**src/rtl/rv32_pkg.sv**
```systemverilog
// rtl/rv32_pkg.sv - RV32I opcode constants and immediate format enum
package rv32_pkg;

    localparam logic [6:0] OPC_OP_IMM = 7'b0010011;
    localparam logic [6:0] OPC_LOAD   = 7'b0000011;
    localparam logic [6:0] OPC_STORE  = 7'b0100011;
    localparam logic [6:0] OPC_BRANCH = 7'b1100011;
    localparam logic [6:0] OPC_LUI    = 7'b0110111;
    localparam logic [6:0] OPC_AUIPC  = 7'b0010111;
    localparam logic [6:0] OPC_JAL    = 7'b1101111;
    localparam logic [6:0] OPC_JALR   = 7'b1100111;
    localparam logic [6:0] OPC_OP     = 7'b0110011;
    localparam logic [6:0] OPC_SYSTEM = 7'b1110011;
    localparam logic [6:0] OPC_FENCE  = 7'b0001111;

    typedef enum logic [2:0] {
        FMT_NONE,
        FMT_I,
        FMT_SHAMT,
        FMT_S,
        FMT_B,
        FMT_U,
        FMT_J
    } imm_fmt_e;

endpackage

```
**src/rtl/imm_decode.sv**
```systemverilog
// rtl/imm_decode.sv - combinational RV32I immediate format decode and extraction
module imm_decode
    import rv32_pkg::*;
(
    input  logic [31:0] instruction,
    output imm_fmt_e    fmt,
    output logic [31:0] imm
);

    logic [6:0] opcode;
    logic [2:0] funct3;
    logic       sign;

    assign opcode = instruction[6:0];
    assign funct3 = instruction[14:12];
    assign sign   = instruction[31];

    always_comb begin
        fmt = FMT_NONE;
        case (opcode)
            OPC_OP_IMM: begin
                // slli/srli/srai carry a shift amount, not a signed immediate
                if (funct3 == 3'b001 || funct3 == 3'b101) begin
                    fmt = FMT_SHAMT;
                end else begin
                    fmt = FMT_I;
                end
            end
            OPC_LOAD, OPC_JALR, OPC_SYSTEM: fmt = FMT_I;
            OPC_STORE:                      fmt = FMT_S;
            OPC_BRANCH:                     fmt = FMT_B;
            OPC_LUI, OPC_AUIPC:             fmt = FMT_U;
            OPC_JAL:                        fmt = FMT_J;
            default:                        fmt = FMT_NONE;
        endcase
    end

    always_comb begin
        imm = 32'h0000_0000;
        case (fmt)
            FMT_I:     imm = {{20{sign}}, instruction[31:20]};
            FMT_SHAMT: imm = {27'b0, instruction[24:20]};
            FMT_S:     imm = {{20{sign}}, instruction[31:25], instruction[11:7]};
            FMT_B:     imm = {{19{sign}}, sign, instruction[7], instruction[30:25],
                              instruction[11:8], 1'b0};
            FMT_U:     imm = {instruction[31:12], 12'b0};
            FMT_J:     imm = {{11{sign}}, sign, instruction[19:12], instruction[20],
                              instruction[30:21], 1'b0};
            default:   imm = 32'h0000_0000;
        endcase
    end

endmodule

```
**src/rtl/immediate_gen.sv**
```systemverilog
// rtl/immediate_gen.sv - registered RV32I immediate generator with async active-low reset
module immediate_gen
    import rv32_pkg::*;
(
    input  logic        sysclk,
    input  logic        reset_n,
    input  logic [31:0] instruction,
    output logic [31:0] immediate
);

    imm_fmt_e    fmt;
    logic [31:0] imm_raw;
    logic [31:0] imm_d;

    imm_decode u_imm_decode (
        .instruction (instruction),
        .fmt         (fmt),
        .imm         (imm_raw)
    );

    assign imm_d = (fmt == FMT_NONE) ? 32'h0000_0000 : imm_raw;

    always_ff @(posedge sysclk or negedge reset_n) begin
        if (!reset_n) begin
            immediate <= 32'h0000_0000;
        end else begin
            immediate <= imm_d;
        end
    end

endmodule

```
**config.mk**
```make
export PLATFORM = sky130hd
export DESIGN_NAME = immediate_gen
export DESIGN_NICKNAME = d
export VERILOG_FILES = /design/src/rtl/rv32_pkg.sv /design/src/rtl/imm_decode.sv /design/src/rtl/immediate_gen.sv
export SDC_FILE = /design/constraint.sdc
export NUM_CORES = 1
export LEC_CHECK = 0
export BUFFER_PORTS_ARGS = -buffer_cell sky130_fd_sc_hd__clkbuf_2
export CAP_MARGIN = 20
export CORE_UTILIZATION = 28
export DETAILED_ROUTE_END_ITERATION = 8
export HOLD_SLACK_MARGIN = 0.08
export SYNTH_ARGS = -nofsm -noshare
export SYNTH_HDL_FRONTEND = slang
export SYNTH_SLANG_ARGS = --single-unit
```
**constraint.sdc**
```tcl
create_clock -name sysclk -period 0.8 [get_ports sysclk]
set_input_delay 0.08 -clock sysclk [delete_from_list [all_inputs] [get_ports sysclk]]
set_output_delay 0.08 -clock sysclk [all_outputs]
set_load 0.03 [all_outputs]
```
==> qor.txt <==
clock tree sinks -> 32
area of the die -> 5290 µm²
design area -> 2740 µm²
Yosys warning count -> 0
port buffer count -> 65
GRT overflow -> 0
Slew headroom -> 78.1%
crit path time final -> 1100 ps
Post-Place Cell Area -> 1940 µm²
gr usage total -> 15.8%
clock slew at reported path FFs -> 70 ps
max FFs per register -> 32
share of layout cells above drive strength 1 -> 50.0%
number of synthesized flops with an enable pin -> 0
crit share post-route -> 138%
met2 usage -> 29.4%
root buffer cell -> clkbuf_8
DIE WIDTH -> 72.7 µm
Top FF cell, synth -> dfrtp_1
Synth area leaders -> dfrtp_1, a21o_1, and2_1
CP Class -> in -> reg
Max FO, Critical Path -> 8
Comb power frac -> 20.4%
TritonCTS Buffers -> 5
Worst VDD drop -> 0.575 mV
final RePlAce weighted congestion -> 0.819
Final setup viols -> 63
vias in the first global route -> 1,397
Avg WL per Cell -> 13.3 µm
share of the synthesized area in the top cell type -> 57.2%
P_leak -> 0.00148 µW
Syn Nets -> 148
DRC -> 0
ordered cell list for the critical path -> clkbuf_2, and4bb_4, a31oi_4, buf_6, a211oi_4, buf_6, a21o_1
Longest Clk Path Bufs -> 2
Top cell by count, worst path -> buf_6
Power Density -> 1350 nW/µm²
Slew @ Worst Pin -> 328 ps
required time worst endpoint -> 1010 ps
initial antenna violation count -> 0
Reg with most FFs -> immediate
max_cap viols -> 0
core area -> 4750 µm²
area leader, netlist -> dfrtp_1
largest stage delay on the critical path -> 360 ps
post-synthesis cell count -> 114
status -> complete, but fails checks
H-tree depth -> 2
Internal -> 2780 µW
worst hold path class -> in -> reg
Hold Vio Cnt, Final -> 0
via count -> 1,291
WL final -> 3920 µm
violated checks -> negative setup slack
starting DRC count in detailed routing -> 17
Psw -> 927 µW
Worst path slowest cell -> and4bb_4
share of power burned in registers -> 46.0%
Slew Limit Fails -> 0
RSZ-0062 raised after global routing -> yes
Initial Util -> 29.4%
Worst Setup Start Kind -> primary input
WHS -> 69.9 ps
WP data arrival -> 1320 ps
Diodes inserted -> 0
sequential element share of the synthesized area -> 57.2%
global routing met3 resource utilization -> 4.28%
Fin Setup TNS -> -9560 ps
fmax -> 905 MHz
switching share of power -> 25.0%
met1 Use GR -> 17.8%
die height -> 72.7 µm
Post-DP HPWL -> 2550 µm
DP Worst Slack -> -767 ps
Worst setup EP type -> register
CTS tree -> yes
Syn-to-layout area delta -> 95.8%
post-route ant nets -> 0
Pre-Repair DR Iteration Count -> 4
ys async rst share -> 100%
final setup margin -> -305 ps
nets -> 261
Synth cell types -> 35
clock power share -> 33.7%
#FFs+latches synth -> 32
Largest regs -> immediate: 32 flops
Mapped Avg Cell Area -> 12.3 µm²
first-pass GRT wire length -> 6330 µm
synthesized area -> 1400 µm²
most used routing layer -> met2
I/O pin total -> 66
row cnt -> 25
final design utilization -> 57.7%
vias per cell -> 4.38
largest net degree at the start of global routing -> 33
hold-fix buffers at CTS -> 22
[layer usage]
layer / part of all wire (%) / vias up
li1: - / 624
met1: 38 / 612
met2: 55 / 50
met3: 5.3 / 5
met4: 1.3 / 0
met5: 0 / -
[cells in the mapped netlist (all sizes together), types with 2 or more instances]
cell type and instances:
buf 4, nor2 2, a31oi 2, nand2b 3
inv 6, nand4 3, xnor2 2, o22ai 4
nor2b 2, a211oi 3, nand2 6, dfrtp 32
a21oi 4, and2 7, a21o 19
[area by class of cell]
type / count / area (µm²)
Clock buffer: 6 / 82.6
Clock inverter: 2 / 10.0
Fill cell: 415 / 2010
Inverter: 6 / 22.5
Multi-Input combinational cell: 71 / 612
Sequential cell: 32 / 801
Tap cell: 67 / 83.8
Timing Repair Buffer: 111 / 1130
[cells by family (layout without fill, tap and decap cells)]
logic type,after synthesis,in the layout,synth area share [%]
xor+xnor,2,2,1.25
simple gates,32,32,15.8
compound gates,36,36,20.7
mux,1,1,0.804
buf+inv,11,125,4.20
flops,32,32,57.2
[worst max-delay path, delay by kind of cell]
| kind | cells | cell delay (ps) |
|---|---|---|
| simple gates | 1 | 360 |
| buf+inv | 3 | 410 |
| compound gates | 3 | 460 |
[layout by cell type, fill, tap and decap left out, types with 3 or more instances in the layout]
| cell | n |
|---|---|
| buf_8 | 35 |
| dfrtp_1 | 32 |
| clkbuf_2 | 27 |
| dlygate4sd3_1 | 22 |
| buf_4 | 20 |
| a21o_1 | 19 |
| and2_1 | 7 |
| clkbuf_8 | 7 |
| inv_1 | 6 |
| nand2_1 | 6 |
| o22ai_1 | 4 |
| buf_6 | 4 |
| nand4_1 | 3 |
[power by group through the flow]
stage / clock network, µW / logic [µW] / registers (µW)
after floorplan: 0 / 146 / 1810
after global placement: 0 / 508 / 1710
after detailed placement: 0 / 509 / 1710
after CTS: 1290 / 712 / 1690
after global routing: 1370 / 809 / 1700
final: 1250 / 754 / 1700
[final timing paths]
kind                                start             to  slack, ps  cells past startpoint
hold / removal             instruction[7]   immediate[0]         70                      2
min in group asynchronous         reset_n  immediate[18]        290                      3
setup / recovery           instruction[6]  immediate[19]       -300                      7
max in group asynchronous         reset_n   immediate[5]        340                      3
[repair_timing]
item	4_1_cts	5_1_grt
endpoints found under the setup margin	63	64
buffers inserted	5	0
pin swaps	8	5
endpoints found under the hold margin	60	1
gates resized for setup	80	42
[through the flow]
step	std cells	power, µW
after global placement	260	2220
after floorplan	114	1960
final	295	3700
after CTS	295	3690
after detailed placement	260	2220
after global routing	295	3880
Power figures use the tool's default switching activity.
